File: src/rtl/brom_bus_arbiter_pkg.sv
// Shared definitions for the boot-ROM bus arbiter.
// - state_e           : arbiter FSM states (IDLE=0, BUSY=1, DONE=2)
// - DEF_TIMEOUT_RDATA : read data returned when the watchdog forces a completion
package brom_bus_arbiter_pkg;

  typedef enum logic [1:0] {
    ST_IDLE = 2'd0,
    ST_BUSY = 2'd1,
    ST_DONE = 2'd2
  } state_e;

  localparam logic [31:0] DEF_TIMEOUT_RDATA = 32'hDEAD_BEEF;

endpackage

File: src/rtl/brom_bus_arbiter_rr.sv
// Combinational round-robin arbiter.
// Requests are rotated so that index `ptr` lands at bit 0. The lowest set bit
// of the rotated vector is then picked, and the result is rotated back into
// the original index space.
// Ports:
//   req        in  N      request vector
//   ptr        in  IW     highest-priority index this round
//   gnt_onehot out N      one-hot grant (all zero when no request)
//   gnt_idx    out IW     index of the granted requester
//   gnt_any    out 1      at least one request present
module rr_arbiter #(
  parameter  int N  = 2,
  localparam int IW = $clog2(N)
) (
  input  logic [N-1:0]  req,
  input  logic [IW-1:0] ptr,
  output logic [N-1:0]  gnt_onehot,
  output logic [IW-1:0] gnt_idx,
  output logic          gnt_any
);

  logic [N-1:0]  req_rot;
  logic [N-1:0]  oh_rot;
  logic [IW-1:0] enc;
  logic          found;
  int            pos;

  always_comb begin
    req_rot    = '0;
    oh_rot     = '0;
    enc        = '0;
    found      = 1'b0;
    gnt_onehot = '0;
    pos        = 0;

    // Rotate so that requester `ptr` sits at bit 0.
    for (int i = 0; i < N; i++) begin
      pos = i + int'(ptr);
      if (pos >= N) pos = pos - N;
      req_rot[i] = req[IW'(pos)];
    end

    // The lowest set bit wins.
    for (int i = 0; i < N; i++) begin
      if (req_rot[i] && !found) begin
        enc       = IW'(i);
        oh_rot[i] = 1'b1;
        found     = 1'b1;
      end
    end

    // Rotate the one-hot grant back into requester order.
    for (int i = 0; i < N; i++) begin
      pos = i + int'(ptr);
      if (pos >= N) pos = pos - N;
      gnt_onehot[IW'(pos)] = oh_rot[i];
    end

    pos = int'(enc) + int'(ptr);
    if (pos >= N) pos = pos - N;
    gnt_idx = IW'(pos);
    gnt_any = found;
  end

endmodule

File: src/rtl/brom_bus_arbiter.sv
// Shares the boot-ROM native-memory slave port among NUM_MASTERS requesters.
// Arbitration is round-robin, and only one transaction is outstanding at a time.
// A watchdog completes any transaction that the slave never acknowledges.
// Ports:
//   clk, resetn        clock, asynchronous active-low reset
//   m_mem_valid/instr  per-master request and instruction-fetch flag
//   m_mem_addr/wdata   master i at [32*i +: 32]
//   m_mem_wstrb        master i at [4*i +: 4]; 0 = read
//   m_mem_ready        one-cycle completion pulse to the granted master
//   m_mem_rdata        shared read data; non-zero only during the ready pulse
//   s_mem_*            registered request toward the boot-ROM slave
//   grant_idx          current or most recently granted master
//   timeout_irq        one-cycle pulse when the watchdog forces a completion
module brom_bus_arbiter
  import brom_bus_arbiter_pkg::*;
#(
  parameter  int          NUM_MASTERS    = 2,
  parameter  int          TIMEOUT_CYCLES = 256,
  parameter  logic [31:0] TIMEOUT_RDATA  = DEF_TIMEOUT_RDATA,
  localparam int          IDX_W          = $clog2(NUM_MASTERS)
) (
  input  logic                      clk,
  input  logic                      resetn,
  input  logic [NUM_MASTERS-1:0]    m_mem_valid,
  input  logic [NUM_MASTERS-1:0]    m_mem_instr,
  input  logic [32*NUM_MASTERS-1:0] m_mem_addr,
  input  logic [32*NUM_MASTERS-1:0] m_mem_wdata,
  input  logic [4*NUM_MASTERS-1:0]  m_mem_wstrb,
  output logic [NUM_MASTERS-1:0]    m_mem_ready,
  output logic [31:0]               m_mem_rdata,
  output logic                      s_mem_valid,
  output logic                      s_mem_instr,
  output logic [31:0]               s_mem_addr,
  output logic [31:0]               s_mem_wdata,
  output logic [3:0]                s_mem_wstrb,
  input  logic                      s_mem_ready,
  input  logic [31:0]               s_mem_rdata,
  output logic [IDX_W-1:0]          grant_idx,
  output logic                      timeout_irq
);

  localparam int                WD_W     = $clog2(TIMEOUT_CYCLES) + 1;
  localparam logic [WD_W-1:0]   WD_TC    = WD_W'(TIMEOUT_CYCLES - 1);
  localparam logic [IDX_W-1:0]  LAST_IDX = IDX_W'(NUM_MASTERS - 1);

  state_e                   state_q,   state_d;
  logic [IDX_W-1:0]         rr_ptr_q,  rr_ptr_d;
  logic [WD_W-1:0]          wd_q,      wd_d;
  logic [IDX_W-1:0]         grant_q,   grant_d;
  logic                     s_valid_q, s_valid_d;
  logic                     s_instr_q, s_instr_d;
  logic [31:0]              s_addr_q,  s_addr_d;
  logic [31:0]              s_wdata_q, s_wdata_d;
  logic [3:0]               s_wstrb_q, s_wstrb_d;
  logic [NUM_MASTERS-1:0]   ready_q,   ready_d;
  logic [31:0]              rdata_q,   rdata_d;
  logic                     irq_q,     irq_d;

  logic [NUM_MASTERS-1:0]   gnt_oh;
  logic [IDX_W-1:0]         gnt_idx;
  logic                     gnt_any;
  logic                     sel_instr;
  logic [31:0]              sel_addr;
  logic [31:0]              sel_wdata;
  logic [3:0]               sel_wstrb;

  rr_arbiter #(.N(NUM_MASTERS)) u_rr (
    .req        (m_mem_valid),
    .ptr        (rr_ptr_q),
    .gnt_onehot (gnt_oh),
    .gnt_idx    (gnt_idx),
    .gnt_any    (gnt_any)
  );

  // Request mux. Only the granted master's fields pass; the others are never sampled.
  always_comb begin
    sel_instr = 1'b0;
    sel_addr  = '0;
    sel_wdata = '0;
    sel_wstrb = '0;
    for (int i = 0; i < NUM_MASTERS; i++) begin
      if (gnt_oh[i]) begin
        sel_instr = m_mem_instr[i];
        sel_addr  = m_mem_addr[32*i +: 32];
        sel_wdata = m_mem_wdata[32*i +: 32];
        sel_wstrb = m_mem_wstrb[4*i +: 4];
      end
    end
  end

  always_comb begin
    state_d   = state_q;
    rr_ptr_d  = rr_ptr_q;
    wd_d      = wd_q;
    grant_d   = grant_q;
    s_valid_d = s_valid_q;
    s_instr_d = s_instr_q;
    s_addr_d  = s_addr_q;
    s_wdata_d = s_wdata_q;
    s_wstrb_d = s_wstrb_q;
    ready_d   = '0;
    rdata_d   = '0;
    irq_d     = 1'b0;

    case (state_q)
      ST_IDLE: begin
        wd_d = '0;
        if (gnt_any) begin
          grant_d   = gnt_idx;
          s_instr_d = sel_instr;
          s_addr_d  = sel_addr;
          s_wdata_d = sel_wdata;
          s_wstrb_d = sel_wstrb;
          s_valid_d = 1'b1;
          state_d   = ST_BUSY;
        end
      end

      ST_BUSY: begin
        if (wd_q != '1) wd_d = wd_q + 1'b1;
        // A slave ready in the terminal watchdog cycle still counts as a normal completion.
        if (s_mem_ready || (wd_q == WD_TC)) begin
          ready_d[grant_q] = 1'b1;
          s_valid_d        = 1'b0;
          state_d          = ST_DONE;
          if (s_mem_ready) begin
            rdata_d = s_mem_rdata;
          end else begin
            rdata_d = TIMEOUT_RDATA;
            irq_d   = 1'b1;
          end
        end
      end

      ST_DONE: begin
        // Bubble cycle lets the served master drop valid before re-arbitration.
        rr_ptr_d = (grant_q == LAST_IDX) ? '0 : grant_q + 1'b1;
        wd_d     = '0;
        state_d  = ST_IDLE;
      end

      default: begin
        state_d = ST_IDLE;
      end
    endcase
  end

  always_ff @(posedge clk or negedge resetn) begin
    if (!resetn) begin
      state_q   <= ST_IDLE;
      rr_ptr_q  <= '0;
      wd_q      <= '0;
      grant_q   <= '0;
      s_valid_q <= 1'b0;
      s_instr_q <= 1'b0;
      s_addr_q  <= '0;
      s_wdata_q <= '0;
      s_wstrb_q <= '0;
      ready_q   <= '0;
      rdata_q   <= '0;
      irq_q     <= 1'b0;
    end else begin
      state_q   <= state_d;
      rr_ptr_q  <= rr_ptr_d;
      wd_q      <= wd_d;
      grant_q   <= grant_d;
      s_valid_q <= s_valid_d;
      s_instr_q <= s_instr_d;
      s_addr_q  <= s_addr_d;
      s_wdata_q <= s_wdata_d;
      s_wstrb_q <= s_wstrb_d;
      ready_q   <= ready_d;
      rdata_q   <= rdata_d;
      irq_q     <= irq_d;
    end
  end

  assign m_mem_ready = ready_q;
  assign m_mem_rdata = rdata_q;
  assign s_mem_valid = s_valid_q;
  assign s_mem_instr = s_instr_q;
  assign s_mem_addr  = s_addr_q;
  assign s_mem_wdata = s_wdata_q;
  assign s_mem_wstrb = s_wstrb_q;
  assign grant_idx   = grant_q;
  assign timeout_irq = irq_q;

endmodule

File: config.mk
export PLATFORM = sky130hd
export DESIGN_NAME = brom_bus_arbiter
export DESIGN_NICKNAME = d
export VERILOG_FILES = /design/src/rtl/brom_bus_arbiter_pkg.sv /design/src/rtl/brom_bus_arbiter_rr.sv /design/src/rtl/brom_bus_arbiter.sv
export SDC_FILE = /design/constraint.sdc
export NUM_CORES = 1
export LEC_CHECK = 0
export CAP_MARGIN = 5
export CORE_ASPECT_RATIO = 0.6
export CORE_MARGIN = 2
export CORE_UTILIZATION = 35
export CTS_BUF_LIST = sky130_fd_sc_hd__clkbuf_8 sky130_fd_sc_hd__clkbuf_16
export CTS_CLUSTER_SIZE = 8
export DETAILED_ROUTE_END_ITERATION = 16
export MAX_ROUTING_LAYER = met4
export PLACE_DENSITY_LB_ADDON = 0.3
export SYNTH_ARGS = -nofsm -noshare
export SYNTH_HDL_FRONTEND = slang
export SYNTH_HIERARCHICAL = 1
export SYNTH_SLANG_ARGS = --single-unit
File: constraint.sdc
create_clock -name clk -period 1.9 [get_ports clk]
set_input_delay 0.19 -clock clk [delete_from_list [all_inputs] [get_ports clk]]
set_output_delay 0.19 -clock clk [all_outputs]
set_load 0.03 [all_outputs]
[Word-level counts from Yosys, hierarchy flattened]
Cells that the tools add are included.
Cells by class
  add/subtract/negate cells: 7
  magnitude comparators: 9
  equal/unequal tests: 7
  muxes and demuxes: 42
  bitwise logic cells: 1
  reduce and logical (&&, ||, !) cells: 14
Operator list (count)
  $mux 32: 7
  $mux 1: 21
  $pmux 9 s2: 1
  $add 9x1->9 const B: 1
  $eq 9x8->1 const B: 1
  $mux 9: 1
  $ne 9x9->1 const B: 1
  $mux 2: 4
  $mux 4: 2
  $lt 1x3->1 const B: 2
  $ne 2x2->1 const B: 3
  $reduce_and 2->1: 3
  $ge 2x2->1 const B: 2
  $logic_and 1x1->1: 4
  $pmux 2 s2: 1
  $reduce_bool 2->1: 2
  $demux 1 s1: 3
  $ge 1x1->1 const B: 3
  $reduce_and 3->1: 1
  $sub 1x1->1 const B: 3
  $add 1x1->2: 1
  $add 1x1->2 const A: 1
  $and 2x2->2: 1
  $bwmux 2: 1
  10 further kinds: 10
Storage, ports and cells
  bits in registers: 118

[Longest topological paths before layout]
  depth after elaboration: 12
  gate-level depth with buffers: 8

[Modules after synthesis]
Netlist, hierarchy kept.
By module, submodules not included
  brom_bus_arbiter: instances 1, cells an instance 451, area an instance 4903.5 um2
  rr_arbiter: instances 1, cells an instance 5, area an instance 40.0 um2

[Worst setup path before layout]
No wires, ideal clock.
  path kind: reg2reg
  start: reg wd_q[0]
  end: reg wd_q[7]
  setup time: 77 ps
  data arrival time: 1788 ps
  required time: 1823 ps
  path slack: 34 ps
  stages on the path, launching flop included: 8
  clock period less this slack: 1866 ps
  path through: dfrtp_1 -> ha_1 -> nand3_1 -> nor2_1 -> ha_1 -> nand4b_2 -> or4_1 -> a21oi_1
On the way
  word-level cells in the longest chain between the ends: 3
  elaborated cells on any way between the ends: 6
  classes of those cells: 1 x add/sub; 2 x eq/ne; 2 x mux; 1 x reduce/logical
RTL lines
  from (decl): RTL line brom_bus_arbiter.sv:48  | logic [WD_W-1:0] wd_q, wd_d;
  from (signal assigned): RTL line brom_bus_arbiter.sv:165  | wd_q <= wd_d;
  $add 9x1->9 or $ne 9x9->1 (tied branches): RTL line brom_bus_arbiter.sv:120  | if (wd_q != '1) wd_d = wd_q + 1'b1;
  $mux 9 or $ne 2x2->1 (tied branches)
  $pmux 9 s2 or $reduce_and 2->1 (tied branches)
Several ways; a longest one is shown, not always the timed one. The select of a mux whose other input is x is not followed.
A chain may end at the register's enable or synchronous reset.

[Worst setup path after layout]
  start: reg wd_q[1]
  end: reg wd_q[4]
Same word-level chain as after synthesis.

==> flow_summary.ini <==
[run_status]
status = complete, no violations

[detailed_routing]
drt_iter0_drc = 258
avgRoutedWirePerCell_um = 16.6
via_count = 4552
drc = 0
dr.pass1.iters = 4
wirelength_mm = 15.4
postRouteAntennaNets = 0
post_drt_via_cell_ratio = 4.90

[yosys]
synth_area_leaders = dfrtp_1 60%, a22oi_1 10%, a21oi_1 7.3%
yosys_warnings = 6
ys_ff_latch = 118
synth_cells = 456
ys_seq_area_share_pct = 59.7
synth-edff-count = 0
syn_nets = 634
synth_area_um2 = 4940
yosys.area.top_type = dfrtp_1
avgSynthCellArea_um2 = 10.8
synth.distinct_cells = 39
yosysTopAreaCellShare_pct = 59.7
synthArstFlopShare_pct = 100
ys.flop_type = dfrtp_1

[finish]
n_antenna_cell = 0
layout-drive-gt1-share_pct = 7.06
area_growth_syn_to_layout_pct = 73.9
fillCellCount = 1096
final_area_um2 = 8590
nNetsFinal = 904
final_core_util_pct = 62.7

[clocking]
cts_root_buffer = clkbuf_16
cts.sinks = 118
clk_pin_slew_worst_paths_ps = 50
cts_max_level = 4
clk_latency_ps = 390
cts_tree = done
clockBufferDepth = 2
numCtsBuffers = 17

[timing]
setup_viol = 0
fmax_ghz = 0.552
finalCritPeriodShare_pct = 95.4
fin_tns_setup_ps = 0
fin_ws_ps = 87.3
finalHoldViolations = 0
fin_hold_ws_ps = 360
finClkSkew_ps = 9.78
fin_crit_ps = 1810
drv_slew = 0

[power_and_ir_drop]
clkPwrFrac_pct = 33.5
power_frac_seq_pct = 32.1
power_density_nw_per_um2 = 1230
sw_frac_of_total_pct = 32.4
p_int_mw = 7.13
cellLeakagePower_nw = 3.73
p_sw_mw = 3.42
peakVddDrop_mv = 0.621
combPwrFrac_pct = 34.4

[floorplan]
die_area_um2 = 15100
fp.dieW_um = 157
chipHeight_um = 96.1
rows = 33
io_pins = 281
start_util_pct = 36.1
core_um2 = 13700

[setup_path]
crit_path_max_fanout = 4
critPathArrivalTime_ps = 2120
critPathKind = flop to flop
critPathRequiredTime_ps = 2210
end_kind = flop
setup.worst_path.start_class = flop
rrSetupSlack_ps = 90

[hold_path]
min_path_type = primary input to asynchronous set/reset pin

[place]
io_buffer_count = 279
dp_hpwl_mm = 11.2
gp_congestion = 0.833
dp_worst_setup_slack_ps = -47.0
place_area_um2 = 7910

[global_routing]
grt_max_degree = 77
grt_pass1_wl_mm = 22.7
grt_pass1_vias = 4467
antenna_found_initial = 0
gr-total-overflow = 0
grt_usage_pct = 20.1

[job]
maxCapViolations = 0
cells in the mapped netlist (2+ instances only):
| master | count |
|---|---|
| and2_1 | 9 |
| buf_4 | 9 |
| nand3_1 | 2 |
| or4b_1 | 2 |
| nand2_1 | 4 |
| a22oi_1 | 68 |
| ha_1 | 3 |
| dfrtp_1 | 118 |
| nor2_1 | 77 |
| clkbuf_1 | 9 |
| o21ai_0 | 2 |
| buf_2 | 21 |
| o31ai_1 | 3 |
| a21oi_1 | 72 |
| xnor2_1 | 2 |
| inv_1 | 6 |
| buf_6 | 2 |
| o41ai_1 | 3 |
| a21o_1 | 24 |
final timing paths:
| path | start | to | cells past startpoint |
|---|---|---|---|
| max in group asynchronous | resetn | wd_q[4] | 3 |
| worst min register to register | s_mem_valid | s_mem_valid | 1 |
| min in group clk | s_mem_rdata[17] | m_mem_rdata[17] | 2 |
| worst min-delay path | resetn | s_mem_addr[5] | 3 |
| worst max register to register | wd_q[1] | wd_q[4] | 7 |
| worst max-delay path | wd_q[1] | wd_q[4] | 7 |
kinds of logic (layout without fill, tap and decap cells):
logic type	count (synthesis)	in the layout	share of synthesized area, %
adder cells (fa/ha/maj)	3	3	0.759
multiplexers	2	2	0.430
buffers and inverters	47	328	5.09
XOR/XNOR	2	2	0.354
AO/OA/AOI/OAI	177	177	23.2
other	1	1	0.0759
AND/OR/NAND/NOR	106	106	10.4
flip-flops	118	118	59.7
power groups by stage:
stage	clock (mW)	sequential [mW]	combinational [mW]
finish	3.53	3.39	3.63
global route	3.72	3.46	3.86
CTS	3.60	3.40	3.66
detailed placement	0	3.43	3.64
global placement	0	3.40	3.58
floorplan	0	4.45	0.856
timing repair:
action                                 in CTS  in global routing
pin swaps                                   0                  2
buffers inserted                            0                  1
resized for setup                           2                  2
endpoints found under the hold margin     118                  0
hold buffers                                1                  0
setup endpoints to repair                   2                  5
layer usage:
layer  GRT usage (%)  vias up  wire, µm
met5               -        -         0
li1                -     2169         -
met3            7.88       13      1490
met4            4.92        0       155
met2            32.5      183      7480
met1            23.9     2187      6280
final cells by class:
type                            instances  area, µm²  share of cell area, %
Timing Repair Buffer                  292       2970                   34.5
Sequential cell                       118       2950                   34.4
Multi-Input combinational cell        291       1760                   20.5
Clock buffer                           18        439                   5.11
Tap cell                              192        240                   2.80
Clock inverter                         12        211                   2.46
Inverter                                6       22.5                  0.262
sequential cells by signal, indices dropped and copies added, names as in the netlist, 2 cells and up:
name,flops
m_mem_rdata,32
state_q,2
s_mem_wdata,32
s_mem_wstrb,4
m_mem_ready,2
s_mem_addr,32
wd_q,9
worst max-delay path: stages (launching register included):
cell,delay (ps)
dfrtp_1,430
ha_2,210
nand3_1,90
nor2_1,70
ha_2,210
nor2_4,130
or4b_1,440
a21oi_1,160
placed cells by master (no fill, tap or decap), types with 7 or more instances in the layout:
cell type	count
a21oi_1	72
nor2_1	76
clkbuf_16	17
clkdlybuf4s50_1	278
buf_4	7
dfrtp_1	118
a21o_1	24
a22oi_1	68
and2_1	9
inv_1	9
metrics by stage:
| stage | cells | power [mW] |
|---|---|---|
| floorplan | 456 | 5.30 |
| global placement | 897 | 6.98 |
| detailed placement | 897 | 7.07 |
| CTS | 928 | 10.7 |
| global route | 929 | 11.0 |
| finish | 929 | 10.6 |
Note: power is estimated with default switching activity, not from simulation.
